`src/rtl/libmm_sched_pkg.sv`:
```
// rtl/libmm_sched_pkg.sv - shared widths, FSM states, init command and error bit indices for libmm_req_sched
package libmm_sched_pkg;

  localparam int LIBMM_REQ_W  = 72;
  localparam int LIBMM_RESP_W = 48;
  localparam int LIBMM_CTRL_W = 40;

  localparam logic [LIBMM_CTRL_W-1:0] LIBMM_INIT_CMD = 40'h0;

  localparam int ERR_INIT      = 0;
  localparam int ERR_RD_ORPHAN = 1;
  localparam int ERR_WR_ORPHAN = 2;

  typedef enum logic [1:0] {
    INIT_REQ  = 2'd0,
    INIT_WAIT = 2'd1,
    RUN       = 2'd2,
    FAIL      = 2'd3
  } sched_state_e;

endpackage

```
`src/rtl/libmm_tag_fifo.sv`:
```
// rtl/libmm_tag_fifo.sv - in-order FIFO of requester IDs for one request channel
module libmm_tag_fifo #(
  parameter int DEPTH = 8,
  parameter int W     = 1
) (
  input  logic                   clk,
  input  logic                   rst,
  input  logic                   push_i,
  input  logic [W-1:0]           push_id_i,
  input  logic                   pop_i,
  output logic [W-1:0]           head_id_o,
  output logic                   full_o,
  output logic                   empty_o,
  output logic [$clog2(DEPTH):0] count_o
);

  localparam int AW = $clog2(DEPTH);

  logic [W-1:0]  mem_q [DEPTH];
  logic [AW-1:0] wr_ptr_q, rd_ptr_q;
  logic [AW:0]   count_q, count_d;
  logic          do_push, do_pop;

  assign full_o    = (count_q == (AW+1)'(DEPTH));
  assign empty_o   = (count_q == '0);
  assign count_o   = count_q;
  assign head_id_o = mem_q[rd_ptr_q];
  assign do_push   = push_i & ~full_o;
  assign do_pop    = pop_i & ~empty_o;

  always_comb begin
    count_d = count_q;
    if (do_push && !do_pop) count_d = count_q + 1'b1;
    else if (do_pop && !do_push) count_d = count_q - 1'b1;
  end

  always_ff @(posedge clk or posedge rst) begin
    if (rst) begin
      wr_ptr_q <= '0;
      rd_ptr_q <= '0;
      count_q  <= '0;
    end else begin
      if (do_push) wr_ptr_q <= wr_ptr_q + 1'b1;
      if (do_pop)  rd_ptr_q <= rd_ptr_q + 1'b1;
      count_q <= count_d;
    end
  end

  // Storage needs no reset: only entries between the pointers are ever read.
  always_ff @(posedge clk) begin
    if (do_push) mem_q[wr_ptr_q] <= push_id_i;
  end

endmodule

```
`src/rtl/libmm_req_sched.sv`:
```
// rtl/libmm_req_sched.sv - init sequencer, round-robin request arbiter and in-order response router for libmm
// Optional statistics counters are built when LIBMM_SCHED_STATS_EN is defined.
module libmm_req_sched
  import libmm_sched_pkg::*;
#(
  parameter int NUM_REQ     = 2,
  parameter int OUTSTANDING = 8,
  parameter int REQ_W       = libmm_sched_pkg::LIBMM_REQ_W,
  parameter int RESP_W      = libmm_sched_pkg::LIBMM_RESP_W,
  parameter int CTRL_W      = libmm_sched_pkg::LIBMM_CTRL_W
) (
  input  logic                     sys_clk,
  input  logic                     sys_rst,
  input  logic [NUM_REQ*REQ_W-1:0] req_rd_tdata,
  input  logic [NUM_REQ-1:0]       req_rd_tvalid,
  output logic [NUM_REQ-1:0]       req_rd_tready,
  input  logic [NUM_REQ*REQ_W-1:0] req_wr_tdata,
  input  logic [NUM_REQ-1:0]       req_wr_tvalid,
  output logic [NUM_REQ-1:0]       req_wr_tready,
  output logic [RESP_W-1:0]        resp_rd_tdata,
  output logic [NUM_REQ-1:0]       resp_rd_tvalid,
  input  logic [NUM_REQ-1:0]       resp_rd_tready,
  output logic [RESP_W-1:0]        resp_wr_tdata,
  output logic [NUM_REQ-1:0]       resp_wr_tvalid,
  input  logic [NUM_REQ-1:0]       resp_wr_tready,
  output logic [REQ_W-1:0]         in_read_tdata,
  output logic                     in_read_tvalid,
  input  logic                     in_read_tready,
  output logic [REQ_W-1:0]         in_write_tdata,
  output logic                     in_write_tvalid,
  input  logic                     in_write_tready,
  input  logic [RESP_W-1:0]        out_read_tdata,
  input  logic                     out_read_tvalid,
  output logic                     out_read_tready,
  input  logic [RESP_W-1:0]        out_write_tdata,
  input  logic                     out_write_tvalid,
  output logic                     out_write_tready,
  output logic [CTRL_W-1:0]        ctrl_in_tdata,
  output logic                     ctrl_in_tvalid,
  input  logic                     ctrl_in_tready,
  input  logic [CTRL_W-1:0]        ctrl_out_tdata,
  input  logic                     ctrl_out_tvalid,
  output logic                     ctrl_out_tready,
  output logic                     sched_run,
  output logic [2:0]               sched_err,
  output logic [31:0]              stat_rd_cnt,
  output logic [31:0]              stat_wr_cnt,
  output logic [31:0]              stat_stall_cnt
);

  localparam int ID_W  = (NUM_REQ > 1) ? $clog2(NUM_REQ) : 1;
  localparam int CNT_W = $clog2(OUTSTANDING) + 1;

  sched_state_e state_q, state_d;
  logic [2:0]   err_q, err_d;
  logic         alive_q, run;

  // Channel 0 is read, channel 1 is write; both share one arbiter/router body.
  logic [NUM_REQ-1:0]       ch_req_v [2], ch_req_rdy [2], ch_resp_v [2], ch_resp_rdy [2];
  logic [NUM_REQ*REQ_W-1:0] ch_req_data [2];
  logic [REQ_W-1:0]         ch_in_data [2];
  logic [RESP_W-1:0]        ch_out_data [2], ch_resp_data [2];
  logic [CNT_W-1:0]         ch_count [2];
  logic [1:0]               ch_in_v, ch_in_rdy, ch_out_v, ch_out_rdy, ch_hs, ch_orphan;

  assign ch_req_v[0]    = req_rd_tvalid;
  assign ch_req_v[1]    = req_wr_tvalid;
  assign ch_req_data[0] = req_rd_tdata;
  assign ch_req_data[1] = req_wr_tdata;
  assign ch_resp_rdy[0] = resp_rd_tready;
  assign ch_resp_rdy[1] = resp_wr_tready;
  assign ch_in_rdy      = {in_write_tready, in_read_tready};
  assign ch_out_v       = {out_write_tvalid, out_read_tvalid};
  assign ch_out_data[0] = out_read_tdata;
  assign ch_out_data[1] = out_write_tdata;

  assign req_rd_tready    = ch_req_rdy[0];
  assign req_wr_tready    = ch_req_rdy[1];
  assign resp_rd_tvalid   = ch_resp_v[0];
  assign resp_wr_tvalid   = ch_resp_v[1];
  assign resp_rd_tdata    = ch_resp_data[0];
  assign resp_wr_tdata    = ch_resp_data[1];
  assign in_read_tdata    = ch_in_data[0];
  assign in_write_tdata   = ch_in_data[1];
  assign in_read_tvalid   = ch_in_v[0];
  assign in_write_tvalid  = ch_in_v[1];
  assign out_read_tready  = ch_out_rdy[0];
  assign out_write_tready = ch_out_rdy[1];

  assign run             = (state_q == RUN);
  assign sched_run       = run;
  assign sched_err       = err_q;
  assign ctrl_in_tvalid  = alive_q & (state_q == INIT_REQ);
  assign ctrl_in_tdata   = ctrl_in_tvalid ? LIBMM_INIT_CMD : '0;
  assign ctrl_out_tready = alive_q & ((state_q == INIT_WAIT) || run);

  for (genvar c = 0; c < 2; c++) begin : g_ch
    logic [ID_W-1:0] rr_q, lock_id_q, rr_pick, pick, head;
    logic            lock_q, full, empty, grant, pop;

    // Reverse scan so the last hit is the first valid requester after rr_q.
    always_comb begin
      rr_pick = rr_q;
      for (int k = NUM_REQ; k >= 1; k--) begin
        if (ch_req_v[c][(int'(rr_q) + k) % NUM_REQ]) rr_pick = ID_W'((int'(rr_q) + k) % NUM_REQ);
      end
    end

    assign pick            = lock_q ? lock_id_q : rr_pick;
    assign grant           = run & ~full & ch_req_v[c][pick];
    assign ch_in_v[c]      = grant;
    assign ch_in_data[c]   = grant ? ch_req_data[c][int'(pick)*REQ_W +: REQ_W] : '0;
    assign ch_req_rdy[c]   = (run & ~full & ch_in_rdy[c]) ? (NUM_REQ'(1) << pick) : '0;
    assign ch_hs[c]        = grant & ch_in_rdy[c];
    assign ch_resp_v[c]    = empty ? '0 : (NUM_REQ'(ch_out_v[c]) << head);
    assign ch_resp_data[c] = empty ? '0 : ch_out_data[c];
    assign ch_out_rdy[c]   = empty ? alive_q : ch_resp_rdy[c][head];
    assign pop             = ~empty & ch_out_v[c] & ch_resp_rdy[c][head];
    assign ch_orphan[c]    = alive_q & empty & ch_out_v[c];

    always_ff @(posedge sys_clk or posedge sys_rst) begin
      if (sys_rst) begin
        rr_q      <= '0;
        lock_q    <= 1'b0;
        lock_id_q <= '0;
      end else begin
        lock_q    <= grant & ~ch_in_rdy[c];
        lock_id_q <= pick;
        if (ch_hs[c]) rr_q <= pick;
      end
    end

    libmm_tag_fifo #(.DEPTH(OUTSTANDING), .W(ID_W)) u_fifo (
      .clk       (sys_clk),
      .rst       (sys_rst),
      .push_i    (ch_hs[c]),
      .push_id_i (pick),
      .pop_i     (pop),
      .head_id_o (head),
      .full_o    (full),
      .empty_o   (empty),
      .count_o   (ch_count[c])
    );
  end

  always_comb begin
    state_d = state_q;
    err_d   = err_q;
    case (state_q)
      INIT_REQ:  if (ctrl_in_tvalid && ctrl_in_tready) state_d = INIT_WAIT;
      INIT_WAIT: if (ctrl_out_tvalid) begin
        state_d = (ctrl_out_tdata[7:0] == 8'h0) ? RUN : FAIL;
        err_d[ERR_INIT] = err_q[ERR_INIT] | (ctrl_out_tdata[7:0] != 8'h0);
      end
      default: state_d = state_q;
    endcase
    err_d[ERR_RD_ORPHAN] = err_q[ERR_RD_ORPHAN] | ch_orphan[0];
    err_d[ERR_WR_ORPHAN] = err_q[ERR_WR_ORPHAN] | ch_orphan[1];
  end

  always_ff @(posedge sys_clk or posedge sys_rst) begin
    if (sys_rst) begin
      state_q <= INIT_REQ;
      err_q   <= '0;
      alive_q <= 1'b0;
    end else begin
      state_q <= state_d;
      err_q   <= err_d;
      alive_q <= 1'b1;
    end
  end

`ifdef LIBMM_SCHED_STATS_EN
  logic [31:0] rd_cnt_q, wr_cnt_q, stall_cnt_q;

  always_ff @(posedge sys_clk or posedge sys_rst) begin
    if (sys_rst) begin
      rd_cnt_q    <= '0;
      wr_cnt_q    <= '0;
      stall_cnt_q <= '0;
    end else begin
      if (ch_hs[0]) rd_cnt_q <= rd_cnt_q + 32'd1;
      if (ch_hs[1]) wr_cnt_q <= wr_cnt_q + 32'd1;
      if (run && (|req_rd_tvalid || |req_wr_tvalid) && ch_hs == 2'b00) stall_cnt_q <= stall_cnt_q + 32'd1;
    end
  end

  assign stat_rd_cnt    = rd_cnt_q;
  assign stat_wr_cnt    = wr_cnt_q;
  assign stat_stall_cnt = stall_cnt_q;
`else
  assign stat_rd_cnt    = '0;
  assign stat_wr_cnt    = '0;
  assign stat_stall_cnt = '0;
`endif

  logic unused_ok;
  assign unused_ok = ^{ctrl_out_tdata[CTRL_W-1:8], ch_count[0], ch_count[1]};

endmodule

```
`config.mk`:
```
export PLATFORM = sky130hd
export DESIGN_NAME = libmm_req_sched
export DESIGN_NICKNAME = d
export VERILOG_FILES = /design/src/rtl/libmm_sched_pkg.sv /design/src/rtl/libmm_tag_fifo.sv /design/src/rtl/libmm_req_sched.sv
export SDC_FILE = /design/constraint.sdc
export NUM_CORES = 1
export LEC_CHECK = 0
export ABC_CLOCK_PERIOD_IN_PS = 3530
export CORE_AREA = 2 2 327 329
export CTS_CLUSTER_DIAMETER = 80
export CTS_CLUSTER_SIZE = 40
export DETAILED_ROUTE_END_ITERATION = 7
export DIE_AREA = 0 0 329 331
export DONT_BUFFER_PORTS = 1
export PLACE_DENSITY_LB_ADDON = 0.1
export SETUP_SLACK_MARGIN = 0.2
export SKIP_CTS_REPAIR_TIMING = 1
export SLEW_MARGIN = 20
export SYNTH_ARGS = -nofsm -noshare
export SYNTH_HDL_FRONTEND = slang
export SYNTH_SLANG_ARGS = --single-unit
```
`constraint.sdc`:
```
create_clock -name sys_clk -period 3.53 [get_ports sys_clk]
set_clock_uncertainty 0.05 [all_clocks]
set_input_delay 0.8825 -clock sys_clk [delete_from_list [all_inputs] [get_ports sys_clk]]
set_output_delay 0.8825 -clock sys_clk [all_outputs]
set_load 0.05 [all_outputs]
```
==> reports/summary.txt, run 1 <==
Mux share of post-synthesis cell area -> 4.116%
Setup TNS -> 0 ps
Core box area -> 105000 µm²
Gp weighted congestion -> 0.7046
Share of layout cells above drive strength 1 -> 33.24%
Grt ovf -> 0
Top cells by area, synth -> nand2_1 19%, buf_4 16%, dfrtp_1 13%
Hold Crit Class -> input port to asynchronous set/reset pin
Total GRT Usage -> 6.155%
Setup CP Type -> input port to output port
CP Data Arrival Time -> 2450 ps
Most used DFF post-synth -> dfrtp_1
Drt total wl -> 39.02 mm
Synth Area in Compound Gates -> 14.12%
Drt drc -> 0
Largest family of logic cells by synthesized area -> simple AND/OR/NAND/NOR gates
Max-slew violations -> 0
Port bufs -> 0
Worst-skew pair later-pin latency -> 310 ps
Worst Setup Start Kind -> input port
Non-Filler Instances -> 2506
Worst-Margin Slew -> 646.2 ps
Max Cap Viol -> 0
Syn avg cell area -> 6.541 µm²
DP Wirelength -> 31.92 mm
Peak supply drop -> 0.4820 mV
Antenna-violating nets left -> 0
Starting Density -> 5.907%
Synthesized area -> 6201 µm²
Maximum clock path buffer count -> 2
Final Cell Area -> 11980 µm²
Vias in the first global route -> 6606
Sequential-to-total area share from yosys stat -> 20.66%
Clock buffer count from CTS -> 5
First-pass GRT wire length -> 48.27 mm
Die area -> 108900 µm²
H-tree Lvls -> 2
Fmax -> 295.3 MHz
Commonest non-fill, non-tap cell in the layout -> nand2_1
Initial antenna violation count -> 3
Clock period minus final worst setup slack -> 3386 ps
Buf+Inv Stages, Crit Path -> 3
PD cells -> 1158 nW/µm²
Final #Nets -> 1567
Worst-path cell chain -> and2_4, o31a_4, mux2i_4, nand3b_4, buf_12, clkbuf_16, a21oi_4, buf_12
CTS Root Cell -> clkbuf_16
Cell taking the most area after synthesis -> nand2_1
Synth warn -> 0
CP endpoint kind -> output port
Die W -> 329 µm
DR vias -> 6712
CTS tree -> yes
Post-synth EDFFs -> 16
Pre-Repair DR Iteration Count -> 4
CTS sink cnt -> 48
Register bit count reported by yosys -> 48
Slowest cell delay on critical path -> 290 ps
Final setup margin -> 144.1 ps
Adder-Cell Fraction of Synth Area -> 3.269%
Area share of the largest cell type after synthesis -> 18.95%
Leakage -> 4.396 nW
Critical path's most frequent cell -> buf_12
Synth Area in Simple Gates -> 34.16%
DR iter-0 viols -> 165
Placed inst area -> 11430 µm²
Largest net degree at the start of global routing -> 74
RSZ-0062 raised after global routing -> true
Worst endpoint required time -> 2600 ps
Most frequent cells in the layout -> 311 x nand2_1, 137 x conb_1, 125 x buf_12
Max_slew headroom -> 57.22%
Setup violators final -> 0
Crit path max-delay family -> buffers and inverters
DR vias/cell -> 2.678
Die height -> 331 µm
CTS clk-pin slew, worst paths -> 80 ps
Post-synth ARST share -> 66.67%
Filler Cell Count -> 12100
Place WS -> 119.5 ps
Mapped Cells -> 948
Final hold violation count -> 0
Final period util -> 95.92%
DP Cell Count -> 2481
Post-synthesis xor/xnor area fraction -> 2.260%
# rows -> 119
Worst-path maximum fanout -> 11
Routed length per placed instance -> 15.57 µm
Critical path's slowest cell -> o31a_4
Status -> completed
Area Overhead vs Synth -> 93.26%
Number of primary I/O pins -> 834
Distinct cell type count after synthesis -> 46
-- kinds of logic (layout without fill, tap and decap cells) --
| group | Yosys count | in the layout |
|---|---|---|
| compound gates | 166 | 166 |
| xor+xnor | 16 | 16 |
| fa+ha+maj | 15 | 15 |
| buf+inv | 214 | 244 |
| flops | 48 | 48 |
| mux | 17 | 17 |
| other cells | 2 | 139 |
| simple gates | 470 | 470 |
-- worst register-to-register path: cells and delay by family, from the launching register on --
kind                     cells  cell delay, ps
flip-flops                   1             470
adder cells (fa/ha/maj)      2             440
multiplexers                 3            1150
AO/OA/AOI/OAI                2             330
XOR/XNOR                     2             280
AND/OR/NAND/NOR              1              70
buffers and inverters        2             140
-- final cells by class --
class	count	area, µm²	area share, %
timing repair buffer	221	3430	28.62
antenna	2	5.005	0.04176
multi-input combinational	821	5319	44.38
clock inverter	2	16.27	0.1357
sequential	48	1282	10.70
clock buffer	6	128.9	1.075
tap	1391	1740	14.52
inverter	15	62.56	0.5220
-- path summary, 6_finish.rpt --
check	from	endpoint	slack [ps]	depth (start not counted)
setup reg to reg	g_ch[0].u_fifo.rd_ptr_q[0]	g_ch[0].u_fifo.count_o[3]	470	12
hold reg to reg	g_ch[0].u_fifo.count_o[3]	g_ch[0].u_fifo.count_o[3]	450	1
max in group asynchronous	sys_rst	g_ch[0].u_fifo.count_o[2]	2370	2
setup / recovery	req_rd_tvalid[0]	in_read_tdata[36]	140	8
min in group sys_clk	g_ch[0].u_fifo.count_o[3]	g_ch[0].u_fifo.count_o[3]	450	1
hold / removal	sys_rst	sched_err[0]	410	1
-- synth_stat cells (4+ instances only) --
library cell / count
a21oi_1: 148
and2_1: 100
buf_1: 8
buf_2: 5
buf_4: 136
clkbuf_1: 50
dfrtp_1: 32
edfxtp_1: 16
ha_1: 13
inv_1: 9
inv_2: 6
mux2_1: 4
mux2_2: 4
mux4_2: 4
nand2_1: 313
nand3_1: 8
nor2_1: 20
nor3_1: 4
nor4_1: 9
or4_1: 4
xnor2_1: 10
xor2_1: 6
-- routing by layer --
metal | wire, µm | global-route usage, % | vias to the layer above
li1 | - | - | 3125
met1 | 13530 | 6.332 | 3223
met2 | 22390 | 12.32 | 350
met3 | 2725 | 1.559 | 14
met4 | 378 | 1.310 | 0
met5 | 0 | 0 | -
-- flip-flops by register name, indices dropped and copies added, names as in the netlist --
signal and count:
g_ch.u_fifo.mem_q 16, g_ch.u_fifo.count_o 8, g_ch.u_fifo.rd_ptr_q 6, g_ch.u_fifo.wr_ptr_q 6, sched_err 3, g_ch.lock_id_q 2
g_ch.lock_q 2, g_ch.rr_q 2, state_q 2, alive_q 1
-- power breakdown --
group	internal, mW	total, mW	switching [mW]
sequential	0.794	1.06	0.270
clock	0.266	0.517	0.251
combinational	4.52	12.3	7.77
total	5.58	13.9	8.29
-- metrics by stage --
step / utilization (%) / power [mW] / hold WS [ps]
floorplan: - / 8.548 / 396.3
global placement: 10.89 / 13.05 / 441.9
detailed placement: 10.89 / 12.98 / 436.2
CTS: 11.02 / 13.55 / 413.6
global route: 11.42 / 14.61 / 437.2
finish: 11.42 / 13.87 / 412.3
Note: power is estimated with default switching activity, not from simulation.
==> inputs of run 2 (changes only) <==
- ABC_CLOCK_PERIOD_IN_PS: 3530 -> 3900
- PLACE_DENSITY: default -> 0.3
- PLACE_DENSITY_LB_ADDON: 0.1 -> default
- clock period: 3.53 -> 3.9 ns (I/O delays scaled with it)
==> run 2 against run 1 <==
Register-to-register slack gained 320 ps. Cell count fell by 0.24%. Clock power is 10% lower. Sequential share of layout area is 0.86 points higher. Via count shrank 3.7%. Flip-flop and latch count stayed put.
==> reports/summary.txt, run 2 (synthesis results as in run 1) <==
Max Cap Viol -> 0 (unchanged)
Worst-path cell chain -> and2_1, o31a_2, mux2i_4, nand3b_4, buf_12, buf_4, a21oi_1, buf_4
CTS sink cnt -> 48 (unchanged)
# rows -> 119 (unchanged)
Clock period minus final worst setup slack -> 3644 ps
Non-Filler Instances -> 2500 (-0.24%)
Final #Nets -> 1559 (-0.51%)
Leakage -> 4.184 nW (-4.8%)
First-pass GRT wire length -> 42.64 mm (-12%)
Area Overhead vs Synth -> 78.69%
DP Cell Count -> 2479 (-0.081%)
Worst-skew pair later-pin latency -> 300 ps (about the same)
Crit path max-delay family -> buffers and inverters
CP Data Arrival Time -> 2620 ps (+170 ps)
Final period util -> 93.45%
Share of layout cells above drive strength 1 -> 32.85% (-0.39 points)
Drt drc -> 0 (unchanged)
Initial antenna violation count -> 5 (+2)
Area of the multi-input gates -> 4621 µm² (-13%)
RR Startpoint -> g_ch[0].u_fifo.rd_ptr_q[0]
Starting Density -> 5.907% (unchanged)
Fmax -> 274.4 MHz
Pre-Repair DR Iteration Count -> 4 (unchanged)
Maximum clock path buffer count -> 2 (unchanged)
Drt total wl -> 32.82 mm (-16%)
Status -> completed
CTS clk-pin slew, worst paths -> 70 ps (about the same)
Most frequent cells in the layout -> 313 x nand2_1, 137 x conb_1, 130 x buf_12
Total GRT Usage -> 5.289% (-0.87 points)
Port bufs -> 0 (unchanged)
Setup CP Type -> input port to output port
DP Wirelength -> 28.16 mm (-12%)
Grt ovf -> 0 (unchanged)
Routed length per placed instance -> 13.13 µm (-16%)
Antenna-violating nets left -> 0 (unchanged)
Worst endpoint required time -> 2870 ps (+270 ps)
Core box area -> 105000 µm² (unchanged)
GR Util met2 -> 9.239% (-3.1 points)
Setup violators final -> 0 (unchanged)
Met1 Use GR -> 6.502% (+0.17 points)
Commonest non-fill, non-tap cell in the layout -> nand2_1
Max_slew headroom -> 60.63% (+3.4 points)
Reg2reg setup slack -> 790 ps (+320 ps)
RSZ-0062 raised after global routing -> true
Worst Setup SP -> req_rd_tvalid[0]
DR iter-0 viols -> 174 (+5.5%)
Critical path's slowest cell -> o31a_2
Power Total -> 11.59 mW (-16%)
PD cells -> 1046 nW/µm² (-9.6%)
Setup TNS -> 0 ps (unchanged)
Vias in the first global route -> 6166 (-6.7%)
Reg with most FFs -> g_ch.u_fifo.mem_q
Worst-path maximum fanout -> 13 (+2)
Die height -> 331 µm (unchanged)
Die W -> 329 µm (unchanged)
Max reg flops -> 16 (unchanged)
Worst-Margin Slew -> 590.5 ps (-55.73 ps)
CTS tree -> yes
Busiest grt layer -> met2
Hold Crit Class -> flip-flop to flip-flop
Number of primary I/O pins -> 834 (unchanged)
DR vias/cell -> 2.585 (-3.5%)
CP endpoint -> in_read_tdata[56]
CP endpoint kind -> output port
Peak supply drop -> 0.3952 mV (-18%)
Clock buffer count from CTS -> 5 (unchanged)
Met3 usage -> 1.481% (-0.078 points)
Buf+Inv Stages, Crit Path -> 3 (unchanged)
Worst Setup Start Kind -> input port
H-tree Lvls -> 2 (unchanged)
FF-to-FF path depth -> 12 (unchanged)
R2R Path End -> g_ch[0].u_fifo.count_o[3]
Die area -> 108900 µm² (unchanged)
WHS Path Cells -> 1
CTS Root Cell -> clkbuf_16
Max-slew violations -> 0 (unchanged)
Largest net degree at the start of global routing -> 74 (unchanged)
DR vias -> 6463 (-3.7%)
Slowest cell delay on critical path -> 320 ps (+30 ps)
Gp weighted congestion -> 0.7957 (+13%)
Filler Cell Count -> 12190 (+0.77%)
Final hold violation count -> 0 (unchanged)
Crit path depth -> 8 (unchanged)
Critical path's most frequent cell -> buf_4
Storage element area -> 1281 µm² (about the same)
[run 2: area by class of cell]
cell class	count	area share [%]
inverter	15	0.5081
timing repair buffer	212	29.08
tap	1391	15.71
antenna	4	0.09033
clock inverter	1	0.06775
multi-input combinational	822	41.70
sequential	48	11.56
clock buffer	7	1.287
[run 2: layer usage]
| layer | wire length (µm) | part of all wire, % |
|---|---|---|
| met1 | 12990 | 40 |
| met2 | 16780 | 51 |
| met5 | 26 | 0.079 |
| met4 | 220 | 0.67 |
| met3 | 2803 | 8.5 |
[run 2: worst min-delay path by stage]
stage / start / to / slack, ps
floorplan: g_ch[1].u_fifo.count_o[3] / g_ch[1].u_fifo.count_o[3] / 400
global placement: g_ch[0].u_fifo.count_o[3] / g_ch[0].u_fifo.count_o[3] / 430
detailed placement: g_ch[1].u_fifo.count_o[3] / g_ch[1].u_fifo.count_o[3] / 430
CTS: g_ch[0].u_fifo.count_o[3] / g_ch[0].u_fifo.count_o[3] / 440
global route: g_ch[0].u_fifo.count_o[3] / g_ch[0].u_fifo.count_o[3] / 460
finish: g_ch[0].u_fifo.count_o[3] / g_ch[0].u_fifo.count_o[3] / 430
[run 2: power by group]
group | leakage (nW) | switching (mW) | internal, mW
Combinational | 3.59 | 6.49 | 3.70
Clock | 0.0702 | 0.207 | 0.256
Sequential | 0.520 | 0.230 | 0.718
[run 2: through the flow]
stage | worst slack (ps) | cell area [µm²] | hold WS, ps | util [%]
floorplan | -58.44 | 7158 | 396.3 | -
global placement | 66.78 | 10810 | 429.0 | 10.30
detailed placement | 99.03 | 10810 | 426.1 | 10.30
CTS | 96.07 | 10960 | 441.0 | 10.44
global route | 192.2 | 11080 | 461.7 | 10.55
finish | 255.6 | 11080 | 434.9 | 10.56
